File: src/rtl/div_unit_pkg.sv
// Shared types and constants for the EX-stage HI/LO divide path.
// The optional build macro DIV_ZERO_FAST_EN is consumed in div_unit.sv.
`ifndef DIV_UNIT_PKG_SV
`define DIV_UNIT_PKG_SV

package div_unit_pkg;

  localparam int unsigned DIV_ITER = 32;

  typedef logic [DIV_ITER-1:0]   Word_t;
  typedef logic [2*DIV_ITER-1:0] Doubleword_t;

  typedef enum logic [1:0] {
    DIV_FREE,
    DIV_ON,
    DIV_END
  } Div_state_t;

  typedef enum logic [3:0] {
    OP_NOP,
    OP_MFHI,
    OP_MFLO,
    OP_MTHI,
    OP_MTLO,
    OP_MULT,
    OP_MULTU,
    OP_DIV,
    OP_DIVU
  } Oper_t;

endpackage

// True when the EX operation must be routed through the multi-cycle divider.
`define NEED_DIV(oper) \
  (((oper) == div_unit_pkg::OP_DIV) || ((oper) == div_unit_pkg::OP_DIVU))

`endif

File: src/rtl/div_unit_step.sv
// One restoring-division iteration: shift the next dividend bit into the
// partial remainder and subtract the divisor when it fits.
module div_unit_step #(
  parameter int unsigned WIDTH = 32
) (
  input  logic [WIDTH-1:0] rem_i,
  input  logic [WIDTH-1:0] divisor_i,
  input  logic             bit_i,
  output logic [WIDTH-1:0] rem_o,
  output logic             q_bit_o
);

  logic [WIDTH:0]   trial;
  logic [WIDTH-1:0] sub;

  // Compare at WIDTH+1 bits; the difference always fits WIDTH bits when taken,
  // and with a zero divisor the low bits simply keep collecting the dividend.
  always_comb begin
    trial   = {rem_i, bit_i};
    sub     = trial[WIDTH-1:0] - divisor_i;
    q_bit_o = (trial >= {1'b0, divisor_i});
    rem_o   = q_bit_o ? sub : trial[WIDTH-1:0];
  end

endmodule

File: src/rtl/div_unit.sv
// Multi-cycle radix-2 restoring divider with controller for DIV/DIVU.
// result_o = {remainder, quotient}. Define DIV_ZERO_FAST_EN to resolve
// divide-by-zero in a single cycle instead of running all iterations.
module div_unit
  import div_unit_pkg::*;
#(
  parameter int unsigned WIDTH = 32,
  parameter int unsigned CNT_W = 6
) (
  input  logic               clk,
  input  logic               rst,
  input  logic               start_i,
  input  logic               signed_i,
  input  logic [WIDTH-1:0]   opdata1_i,
  input  logic [WIDTH-1:0]   opdata2_i,
  input  logic               annul_i,
  output logic [2*WIDTH-1:0] result_o,
  output logic               ready_o,
  output logic               busy_o,
  output logic               stallreq_o
);

  localparam logic [WIDTH-1:0] One     = WIDTH'(1);
  localparam logic [CNT_W-1:0] LastCnt = CNT_W'(WIDTH - 1);

  Div_state_t         state_q, state_d;
  logic [CNT_W-1:0]   cnt_q, cnt_d;
  // Holds the remaining dividend bits; quotient bits shift in from the bottom.
  logic [WIDTH-1:0]   dq_q, dq_d;
  logic [WIDTH-1:0]   divisor_q, divisor_d;
  logic [WIDTH-1:0]   rem_q, rem_d;
  logic               q_neg_q, q_neg_d;
  logic               r_neg_q, r_neg_d;
  logic [2*WIDTH-1:0] result_q, result_d;
  logic               ready_q, ready_d;

  logic               op1_neg, op2_neg;
  logic [WIDTH-1:0]   op1_abs, op2_abs;
  logic [WIDTH-1:0]   zero_quot;
  logic               zero_fast;
  logic [WIDTH-1:0]   step_rem;
  logic               step_q;
  logic [WIDTH-1:0]   q_fin, q_out, r_out;

  // Magnitudes of the operands; the most negative value maps onto itself.
  always_comb begin
    op1_neg   = signed_i & opdata1_i[WIDTH-1];
    op2_neg   = signed_i & opdata2_i[WIDTH-1];
    op1_abs   = op1_neg ? (~opdata1_i + One) : opdata1_i;
    op2_abs   = op2_neg ? (~opdata2_i + One) : opdata2_i;
    zero_quot = op1_neg ? One : '1;
  end

`ifdef DIV_ZERO_FAST_EN
  assign zero_fast = (opdata2_i == '0);
`else
  assign zero_fast = 1'b0;
`endif

  div_unit_step #(
    .WIDTH(WIDTH)
  ) u_step (
    .rem_i    (rem_q),
    .divisor_i(divisor_q),
    .bit_i    (dq_q[WIDTH-1]),
    .rem_o    (step_rem),
    .q_bit_o  (step_q)
  );

  // Sign correction applied to the final iteration's outputs.
  always_comb begin
    q_fin = {dq_q[WIDTH-2:0], step_q};
    q_out = q_neg_q ? (~q_fin + One) : q_fin;
    r_out = r_neg_q ? (~step_rem + One) : step_rem;
  end

  // Controller next-state and datapath updates.
  always_comb begin
    state_d   = state_q;
    cnt_d     = cnt_q;
    dq_d      = dq_q;
    divisor_d = divisor_q;
    rem_d     = rem_q;
    q_neg_d   = q_neg_q;
    r_neg_d   = r_neg_q;
    result_d  = result_q;
    ready_d   = ready_q;

    case (state_q)
      DIV_FREE: begin
        if (start_i && !annul_i) begin
          if (zero_fast) begin
            state_d  = DIV_END;
            result_d = {opdata1_i, zero_quot};
            ready_d  = 1'b1;
          end else begin
            state_d   = DIV_ON;
            cnt_d     = '0;
            rem_d     = '0;
            dq_d      = op1_abs;
            divisor_d = op2_abs;
            q_neg_d   = op1_neg ^ op2_neg;
            r_neg_d   = op1_neg;
          end
        end
      end
      DIV_ON: begin
        if (annul_i) begin
          state_d = DIV_FREE;
          cnt_d   = '0;
        end else begin
          rem_d = step_rem;
          dq_d  = q_fin;
          cnt_d = cnt_q + 1'b1;
          if (cnt_q == LastCnt) begin
            state_d  = DIV_END;
            cnt_d    = '0;
            result_d = {r_out, q_out};
            ready_d  = 1'b1;
          end
        end
      end
      DIV_END: begin
        if (annul_i || !start_i) begin
          state_d  = DIV_FREE;
          result_d = '0;
          ready_d  = 1'b0;
        end
      end
      default: begin
        state_d  = DIV_FREE;
        result_d = '0;
        ready_d  = 1'b0;
      end
    endcase
  end

  // State registers with synchronous reset.
  always_ff @(posedge clk) begin
    if (rst) begin
      state_q   <= DIV_FREE;
      cnt_q     <= '0;
      dq_q      <= '0;
      divisor_q <= '0;
      rem_q     <= '0;
      q_neg_q   <= 1'b0;
      r_neg_q   <= 1'b0;
      result_q  <= '0;
      ready_q   <= 1'b0;
    end else begin
      state_q   <= state_d;
      cnt_q     <= cnt_d;
      dq_q      <= dq_d;
      divisor_q <= divisor_d;
      rem_q     <= rem_d;
      q_neg_q   <= q_neg_d;
      r_neg_q   <= r_neg_d;
      result_q  <= result_d;
      ready_q   <= ready_d;
    end
  end

  assign result_o   = result_q;
  assign ready_o    = ready_q;
  assign busy_o     = (state_q == DIV_ON);
  assign stallreq_o = start_i && !ready_q;

endmodule
File: config.mk
export PLATFORM = sky130hd
export DESIGN_NAME = div_unit
export DESIGN_NICKNAME = d
export VERILOG_FILES = /design/src/rtl/div_unit_pkg.sv /design/src/rtl/div_unit_step.sv /design/src/rtl/div_unit.sv
export SDC_FILE = /design/constraint.sdc
export NUM_CORES = 1
export LEC_CHECK = 0
export CAP_MARGIN = 20
export CORE_ASPECT_RATIO = 1.75
export CORE_UTILIZATION = 52
export CTS_CLUSTER_DIAMETER = 40
export DETAILED_ROUTE_END_ITERATION = 6
export GPL_ROUTABILITY_DRIVEN = 1
export HOLD_SLACK_MARGIN = 0.1
export PLACE_DENSITY = 0.78
export SYNTH_ARGS = -nofsm -noshare
export SYNTH_HDL_FRONTEND = slang
export SYNTH_SLANG_ARGS = --single-unit
export TNS_END_PERCENT = 10
File: constraint.sdc
create_clock -name clk -period 4.2 [get_ports clk]
set_input_delay 1.26 -clock clk [delete_from_list [all_inputs] [get_ports clk]]
set_output_delay 1.26 -clock clk [all_outputs]
set_load 0.05 [all_outputs]
# [Yosys cells after proc, flatten, opt, wreduce, memory -nomap -nowiden]
# Cells that the tools add are included.
[word_totals] mem_count=0 latch_bits=0 word_cells=73 ramBits=0 regBits=171 in_bits=69 romBits=0
[op_classes] eq_ne=8 n_reduce_logical=13 n_div=0 n_shift=0 n_mux=28 order_cmp=1 n_bitwise=8 multipliers=0 addsub=6
[ops] op="32-bit 2-to-1 mux" count=9
[ops] op="64-bit 2-to-1 mux" count=3
[ops] op="64-bit case mux with 3 select lines" count=1
[ops] op="32-bit by 1-bit adder with 32-bit output (second input constant)" count=4
[ops] op="32-bit inverter" count=4
[ops] op="32-bit case mux with 2 select lines" count=2
[ops] op="33-bit by 32-bit greater-or-equal comparator with 1-bit output" count=1
[ops] op="32-bit subtractor" count=1
[ops] op="6-bit 2-to-1 mux" count=3
[ops] op="6-bit case mux with 2 select lines" count=1
[ops] op="2-bit 2-to-1 mux" count=4
[ops] op="6-bit by 1-bit adder with 6-bit output (second input constant)" count=1
[ops] op="6-bit by 5-bit equality test with 1-bit output (second input constant)" count=1
[ops] op="2-bit inequality test (second input constant)" count=3
[ops] op="2-bit case mux with 3 select lines" count=1
[ops] op="3-bit AND reduction" count=2
[ops] op="2-bit AND reduction" count=2
[ops] op="4-bit AND reduction" count=1
[ops] op="1-bit zero test" count=3
[ops] op="1-bit 2-to-1 mux" count=3
[ops] op="3-bit by 2-bit inequality test with 1-bit output (second input constant)" count=1
[ops] op="1-bit case mux with 3 select lines" count=1
[ops] op="1-bit AND" count=2
[ops] op="2-bit by 1-bit equality test with 1-bit output (second input constant)" count=1
[ops] op="other kinds (8)" count=9

# [Logic depth before layout (Yosys ltp)]
# Gate-level depths: netlist of run 1.
[depth] word_depth=8 ltp_mapped=22 mapped_depth_nobuf=18

# [Modules after synthesis]
# A second synthesis of run 1 with hierarchy kept.
[unflattened] cells_unflattened=1409 hier_area_um2=11446.0
[modules_own_cells] module="div_unit" area_per_inst_um2=9115.0 cells_per_inst=1086 n_inst=1
[modules_own_cells] module="div_unit_step" area_per_inst_um2=2331.0 cells_per_inst=323 n_inst=1

# [Worst setup path after synthesis of run 1]
# Ideal clock, no wire load.
[synth_timing] kind="register -> register" startpoint="register divisor_q[1]" endpoint="register result_q[28], in the netlist result_o[28]" arrival_ns=4.236 t_required_ns=4.072 path_stages_with_launch=20 setup_ns=0.128 n_path_buf=2 period_less_slack_ns=4.364 slack_ns=-0.164 path_cell_list="dfxtp_1 -> inv_1 -> ha_1 -> nor2b_1 -> o2111ai_2 -> a2111oi_4 -> o311a_4 -> or2_4 -> inv_2 -> clkbuf_1 -> clkbuf_1 -> ha_1 -> nand4_1 -> or3_1 -> nand2b_1 -> nand2b_1 -> o41ai_1 -> xnor2_1 -> a22oi_1 -> nor2_1"
[synth_via] elab_chain_len=7
[synth_lines] item="start, declared" line="div_unit.sv:30" text="logic [WIDTH-1:0] divisor_q, divisor_d;"
[synth_lines] item="start signal, assigned" line="div_unit.sv:154" text="divisor_q <= divisor_d;"
[synth_lines] item="33-bit by 32-bit greater-or-equal comparator with 1-bit output" line="div_unit_step.sv:21" text="q_bit_o = (trial >= {1'b0, divisor_i});"
[synth_lines] item="32-bit inverter" line="div_unit.sv:73" text="q_out = q_neg_q ? (~q_fin + One) : q_fin;"
[synth_lines] item="32-bit by 1-bit adder with 32-bit output" line="div_unit.sv:73"
[synth_lines] item="32-bit 2-to-1 mux" line="div_unit.sv:73"
[synth_lines] item="64-bit 2-to-1 mux" line="div_unit.sv:115" text="if (cnt_q == LastCnt) begin"
[synth_lines] item="64-bit 2-to-1 mux" line="div_unit.sv:108" text="if (annul_i) begin"
[synth_lines] item="64-bit case mux with 3 select lines" line="div_unit.sv:89" text="case (state_q)"
[synth_lines] item="end signal, assigned" line="div_unit.sv:158" text="result_q <= result_d;"
[synth_lines] item="end, declared" line="div_unit.sv:34" text="logic [2*WIDTH-1:0] result_q, result_d;"
# Every way passes these cells. The select of a mux whose other input is x is not followed.
# A chain may end at the register's enable or synchronous reset.

# [Worst setup path in the final report of run 1]
[layout_timing] startpoint="register rem_q[8]" endpoint="register result_q[28], in the netlist result_o[28]"
[layout_via] elab_chain_len=7
[layout_lines] item="start, declared" line="div_unit.sv:31" text="logic [WIDTH-1:0] rem_q, rem_d;"
[layout_lines] item="start signal, assigned" line="div_unit.sv:155" text="rem_q <= rem_d;"
[layout_lines] item="33-bit by 32-bit greater-or-equal comparator with 1-bit output" line="div_unit_step.sv:21"
[layout_lines] item="32-bit inverter" line="div_unit.sv:73"
[layout_lines] item="32-bit by 1-bit adder with 32-bit output" line="div_unit.sv:73"
[layout_lines] item="32-bit 2-to-1 mux" line="div_unit.sv:73"
[layout_lines] item="64-bit 2-to-1 mux" line="div_unit.sv:115"
[layout_lines] item="64-bit 2-to-1 mux" line="div_unit.sv:108"
[layout_lines] item="64-bit case mux with 3 select lines" line="div_unit.sv:89"
# Every way passes these cells. The select of a mux whose other input is x is not followed.

==> results.yml, run 1 <==
run_status:
  status: "complete, no violations"
logic_synthesis:
  synth_edf_count: 0
  syn-cell-area_mm2: 0.0117
  yosysWarnings: 0
  syn_nets: 1664
  synth.distinct_cells: 95
  postSynthCellCount: 1557
  yosysSeqAreaShare: 0.292
  synth_common_cells: "246 x nor2_1, 171 x dfxtp_1, 152 x nand2_1"
  synthArstFlopShare: 0
  yosys.area.top_type: "dfxtp_1"
  ys_ff_latch: 171
  ys_top_cells_by_area: "dfxtp_1 29%, nor2_1 7.9%, xnor2_1 5.1%"
  synth-main-ff-cell: "dfxtp_1"
  synth_top_area_frac: 0.292
  syn_area_per_cell_um2: 7.53
  yosysMostFrequentCell: "nor2_1"
drt:
  drc: 0
  drt_iter0_drc: 798
  wl_per_cell_um: 19.1
  drt_pass1_iterations: 5
  drt.antenna.violating_nets: 0
  via_count: 12300
  wirelength_um: 38800
  viasPerCell: 6.08
clock_network:
  cts-buffers-inserted: 17
  path_clk_slew_ps: 70
  cts.htree.levels: 4
  cts_tree: "built"
  cts_buffer_depth: 2
  clkSinkCount: 171
  root_buffer: "clkbuf_16"
  clk_latency_ps: 450
sta:
  period_needed_ps: 4020
  hold_ws_ps: 455
  setup_viol: 0
  finalCritPeriodShare: 0.958
  worst_slack_ps: 175
  clock.fmax_mhz: 248
  tightest_slew_ps: 1130
  fin_worst_skew_ps: 9.38
  rsz0062_at_grt: "true"
  slew_viol_final: 0
  slew_headroom: 0.247
  finalHoldViolCount: 0
layout:
  insertedDiodeCount: 0
  fillCellCount: 1963
  fin_util: 0.653
  nets: 1822
  syn_to_final_growth_pct: 23.0
  fin_cells: 2024
  multi_input_area_mm2: 0.00773
  seqCellArea_mm2: 0.00343
  drive_gt1_frac: 0.112
global_routing:
  overflow: 0
  antenna_found_initial: 0
  first_global_vias: 12200
  grt_usage: 0.345
  grt_pass1_wl_um: 61100
  grt_max_degree: 134
critical_path:
  critPathKind: "flip-flop to flip-flop"
  cp.arrival_ps: 4340
  path_max_fanout: 10
  crit_path_start_kind: "flip-flop"
  crit_path_end_kind: "flip-flop"
  crit_required_ps: 4510
  rrSetupSlack_ps: 180
floorplanning:
  die_w_um: 115
  ios: 136
  core_mm2: 0.0221
  dieArea_mm2: 0.0232
  initial_utilization: 0.531
  rows: 72
  die_y_um: 201
job:
  maxCapViolCount: 0
pwr:
  leakage_nw: 5.49
  total_power_mw: 4.44
  ir_drop_mv: 0.254
  p_per_area_mw_per_mm2: 308
place:
  dp_hpwl_um: 29300
  dp.cells: 1991
  portBuffers: 135
  dp_slack_ps: 44.6
  place.gp.congestion: 0.987
worst_hold_path:
  hold_class: "flip-flop to flip-flop"
per-layer routing:
metal / GRT usage / part of all wire / up-vias
met1: 0.308 / 0.32 / 5783
met5: 0 / 0 / -
met3: 0.0685 / 0.049 / 187
met4: 0.312 / 0.097 / 0
li1: - / - / 5914
met2: 0.632 / 0.53 / 429
cells by family after synthesis:
group                    synth area share
AO/OA/AOI/OAI                       0.269
XOR/XNOR                           0.0972
adder cells (fa/ha/maj)            0.0412
buffers and inverters              0.0558
flip-flops                          0.292
multiplexers                      0.00972
AND/OR/NAND/NOR                     0.235
worst max-delay path: stages (launching register included):
cell,delay [ps]
dfxtp_1,540
ha_1,390
nand2_1,190
nor2_1,70
a21o_4,210
o311a_4,310
or2_4,300
inv_2,70
ha_1,160
nand4_1,120
or3_1,460
nand2b_1,190
nand2b_1,190
o41ai_1,330
xnor2_1,110
a22oi_1,180
nor2_1,60
what timing repair did:
item | 4_1_cts | 5_1_grt
setup endpoints to repair | 0 | 14
setup buffers | 0 | 1
hold buffers | 0 | 0
gates resized for setup | 0 | 13
stage by stage:
| stage | setup TNS, ps | area [um^2] |
|---|---|---|
| floorplan | 0 | 11700 |
| CTS | 0 | 14400 |
| finish | 0 | 14400 |
| detailed placement | 0 | 13800 |
| global route | -96.9 | 14400 |
| global placement | 0 | 13800 |
where the power goes:
part / switching, mW / internal, mW / total (mW)
Clock: 0.690 / 0.871 / 1.56
Sequential: 0.0538 / 1.67 / 1.72
Combinational: 0.687 / 0.471 / 1.16
Total: 1.43 / 3.01 / 4.44
layout make-up:
class,instances,share of cell area
clock buffer,21,0.0326
clock inverter,11,0.00755
inverter,53,0.0138
multi-input combinational,1238,0.536
sequential,171,0.238
tap,296,0.0257
timing repair buffer,234,0.147
placed cells by master, fill, tap and decap left out, types with 4 or more instances in the layout:
cell | synthesis | routed
a22o_1 | 4 | 4
or4_1 | 7 | 7
a31oi_1 | 16 | 16
o21ai_1 | 5 | 7
xnor2_1 | 68 | 67
nor3_1 | 31 | 30
nor3b_1 | 5 | 5
a21oi_4 | 3 | 4
dfxtp_1 | 171 | 168
nand3b_1 | 8 | 8
nand3_1 | 28 | 28
o31a_1 | 4 | 4
mux2i_1 | 8 | 8
nand2b_1 | 14 | 14
nor2_1 | 246 | 243
o31ai_1 | 20 | 20
inv_1 | 52 | 52
o41ai_1 | 10 | 10
o21bai_1 | 6 | 6
clkbuf_16 | 0 | 17
and4_1 | 4 | 4
or2_2 | 6 | 6
nor4_1 | 19 | 18
a311oi_1 | 8 | 8
or3_1 | 23 | 23
and2_1 | 7 | 7
nand2_1 | 152 | 151
a211oi_1 | 63 | 63
a21o_1 | 9 | 9
a21oi_1 | 108 | 107
o21ai_0 | 98 | 96
clkdlybuf4s50_1 | 0 | 133
and3_1 | 5 | 5
nand4_1 | 13 | 13
nor2b_1 | 5 | 4
o21a_1 | 5 | 5
xor2_1 | 62 | 62
ha_1 | 37 | 35
a22oi_1 | 63 | 63
buf_4 | 3 | 99
final timing paths:
path / start / endpoint / cells after the start
worst max-delay path: rem_q[8] / result_o[28] / 16
worst min-delay path: result_o[59] / result_o[59] / 2
worst max register to register: rem_q[8] / result_o[28] / 16
worst min register to register: result_o[59] / result_o[59] / 2
sequential cells by signal, summed over array words and instances (netlist names):
register and count:
ready_o 1, divisor_q 32, r_neg_q 1, rem_q 32, q_neg_q 1, state_q 2
dq_q 32, cnt_q 6, result_o 64
(Power assumes the default switching activity.)
==> run 2: changes to the inputs <==
CORE_ASPECT_RATIO = 0.6   (was 1.75)
CORE_UTILIZATION = 55   (was 52)
PLACE_DENSITY = 0.79   (was 0.78)
SYNTH_HIERARCHICAL = 1   (was not set)
clock period = 5.1 ns   (was 4.2 ns; I/O delays follow)
==> run 2 against run 1 <==
Total power shrank 22%. Worst hold slack improved by 9.4 ps. Maximum frequency shrank 16%. Die area fell by 7.6%. Non-clock buffer count down 73. Register-to-register slack improved by 150 ps. Critical path type unchanged. Routed wire length decreased by 8.0%. Area after synthesis decreased by 2.3%. Cell count fell by 12%. Global-route usage decreased by 1.2 points. Critical path depth stayed put. Count of clock-buffer cells in the layout is the same.
==> results.yml, run 2 <==
critical_path:
  crit_path_start_kind: "flip-flop"
  worst_path_most_repeated_cell: "or3_1"
  slowest_stage: "or3_1"
  critPathKind: "flip-flop to flip-flop"
  path_max_fanout: 23
  crit_required_ps: 5420
  cp.arrival_ps: 5090
  path_buf_inv: 2
  crit_path_end_kind: "flip-flop"
  cpPeakStageDelay_ps: 500
  timing.critical_path.cells: "inv_1, ha_1, nand4_1, nor3_1, o211ai_1, nor4b_4, o21ai_2, a31oi_4, o21a_4, inv_4, mux2_2, or3_1, or3_1, o41ai_1, xor2_1, o2bb2ai_1"
  cp_top_family: "simple AND/OR/NAND/NOR gates"
layout:
  nets: 1601
  insertedDiodeCount: 0
  layout_common_cells: "171 x dfxtp_1, 162 x nor2_1, 133 x clkdlybuf4s50_1, 100 x a21oi_1, 86 x xor2_1"
  final_common_cell: "dfxtp_1"
  syn_to_final_growth_pct: 18.4
  largest_register_ffs: 64
  multi_input_area_mm2: 0.00742
  fillCellCount: 1747
  fin_cells: 1780
  seqCellArea_mm2: 0.00342
  drive_gt1_frac: 0.0883
clock_network:
  cts_buffer_depth: 2
  post_cts_resized: 0
  holdBufCountCts: 0
  cts-buffers-inserted: 17
  root_buffer: "clkbuf_16"
  cts.htree.levels: 4
  path_clk_slew_ps: 70
  clkSinkCount: 171
  cts_setup_buffers: 0
  clk_latency_ps: 450
  cts_tree: "built"
floorplanning:
  initial_utilization: 0.566
  die_y_um: 114
  rows: 40
  dieArea_mm2: 0.0214
  die_w_um: 188
  ios: 136
  core_mm2: 0.0202
sta:
  slew_viol_final: 0
  slew_headroom: 0.323
  clock.fmax_mhz: 209
  tightest_slew_ps: 1010
  fin_tns_setup_ps: 0
  fin_worst_skew_ps: 15.3
  rsz0062_at_grt: "false"
  period_needed_ps: 4780
  hold_ws_ps: 464
  setup_viol: 0
  finalHoldViolCount: 0
  finalCritPeriodShare: 0.937
job:
  maxCapViolCount: 0
logic_synthesis:
  synthArstFlopShare: 0
  yosys.area.top_type: "dfxtp_1"
  synth_top_area_frac: 0.299
  yosysMostFrequentCell: "dfxtp_1"
  syn-cell-area_mm2: 0.0114
  yosysWarnings: 6
  ys_ff_latch: 171
  synthAdderAreaFrac: 0.0422
  syn_nets: 1516
  syn_area_per_cell_um2: 8.12
  synth_edf_count: 0
  synth.distinct_cells: 75
  synth_compound_area_frac: 0.260
  synth_common_cells: "171 x dfxtp_1, 163 x nor2_1, 100 x a21oi_1"
  synth-main-ff-cell: "dfxtp_1"
  postSynthCellCount: 1409
  yosysSeqAreaShare: 0.299
  synth_top_family_by_area: "compound AO/OA/AOI/OAI gates"
  synth-xor-area-share: 0.103
  ys_top_cells_by_area: "dfxtp_1 30%, xor2_1 6.6%, nor2_1 5.3%"
  muxShareOfSynthArea: 0.0367
  synth_simple_gate_area_frac: 0.205
pwr:
  p_per_area_mw_per_mm2: 257
  ir_drop_mv: 0.268
  leakage_nw: 5.25
global_routing:
  antenna_found_initial: 0
  grt_pass1_wl_um: 55800
  first_global_vias: 9758
  grt_max_degree: 70
  overflow: 0
  grt_usage: 0.333
run_status:
  status: "complete, no violations"
drt:
  wirelength_um: 35600
  drt.antenna.violating_nets: 0
  viasPerCell: 6.41
  drt_pass1_iterations: 6
  wl_per_cell_um: 20.0
  drt_iter0_drc: 1551
  drc: 0
  via_count: 11400
place:
  place.gp.congestion: 1.00
  dp_hpwl_um: 26700
  portBuffers: 135
  dp.cells: 1747
worst_hold_path:
  hold_class: "flip-flop to flip-flop"
run 2: metrics by stage:
step	power, mW	setup WS [ps]	cell area [um^2]	util
after floorplan	1.94	656	11400	-
after global placement	2.19	426	13000	0.641
after detailed placement	2.20	240	13000	0.641
final	3.48	323	13500	0.670
after global routing	3.63	33.8	13500	0.670
after CTS	3.47	206	13500	0.669
run 2: logic make-up after synthesis:
family	after synthesis
simple gates	459
compound gates	417
flops	171
buf+inv	155
xor+xnor	134
fa+ha+maj	38
mux	35
run 2: area by class of cell:
class | count | area share
Clock buffer | 21 | 0.0340
Tap cell | 273 | 0.0252
Multi-Input combinational cell | 1083 | 0.548
Sequential cell | 171 | 0.253
Inverter | 60 | 0.0168
Timing Repair Buffer | 161 | 0.115
Clock inverter | 11 | 0.00813
run 2: power by group:
group	internal [mW]	total, mW	switching (mW)
clock	0.705	1.28	0.574
sequential	1.38	1.43	0.0528
combinational	0.290	0.772	0.481
total	2.37	3.48	1.11
run 2: path summary, 6_finish.rpt:
check / from / endpoint / slack [ps] / cells past startpoint
max: divisor_q[10] / result_o[57] / 320 / 16
min: result_o[52] / result_o[52] / 460 / 1
max reg2reg: divisor_q[10] / result_o[57] / 320 / 16
min reg2reg: result_o[52] / result_o[52] / 460 / 1
run 2: routing by layer:
metal	vias to the layer above	GRT usage	wire, um
li1	5352	-	-
met4	0	0.0683	279
met3	29	0.0782	4790
met5	-	0	0
met1	5332	0.553	17600
met2	695	0.411	13000
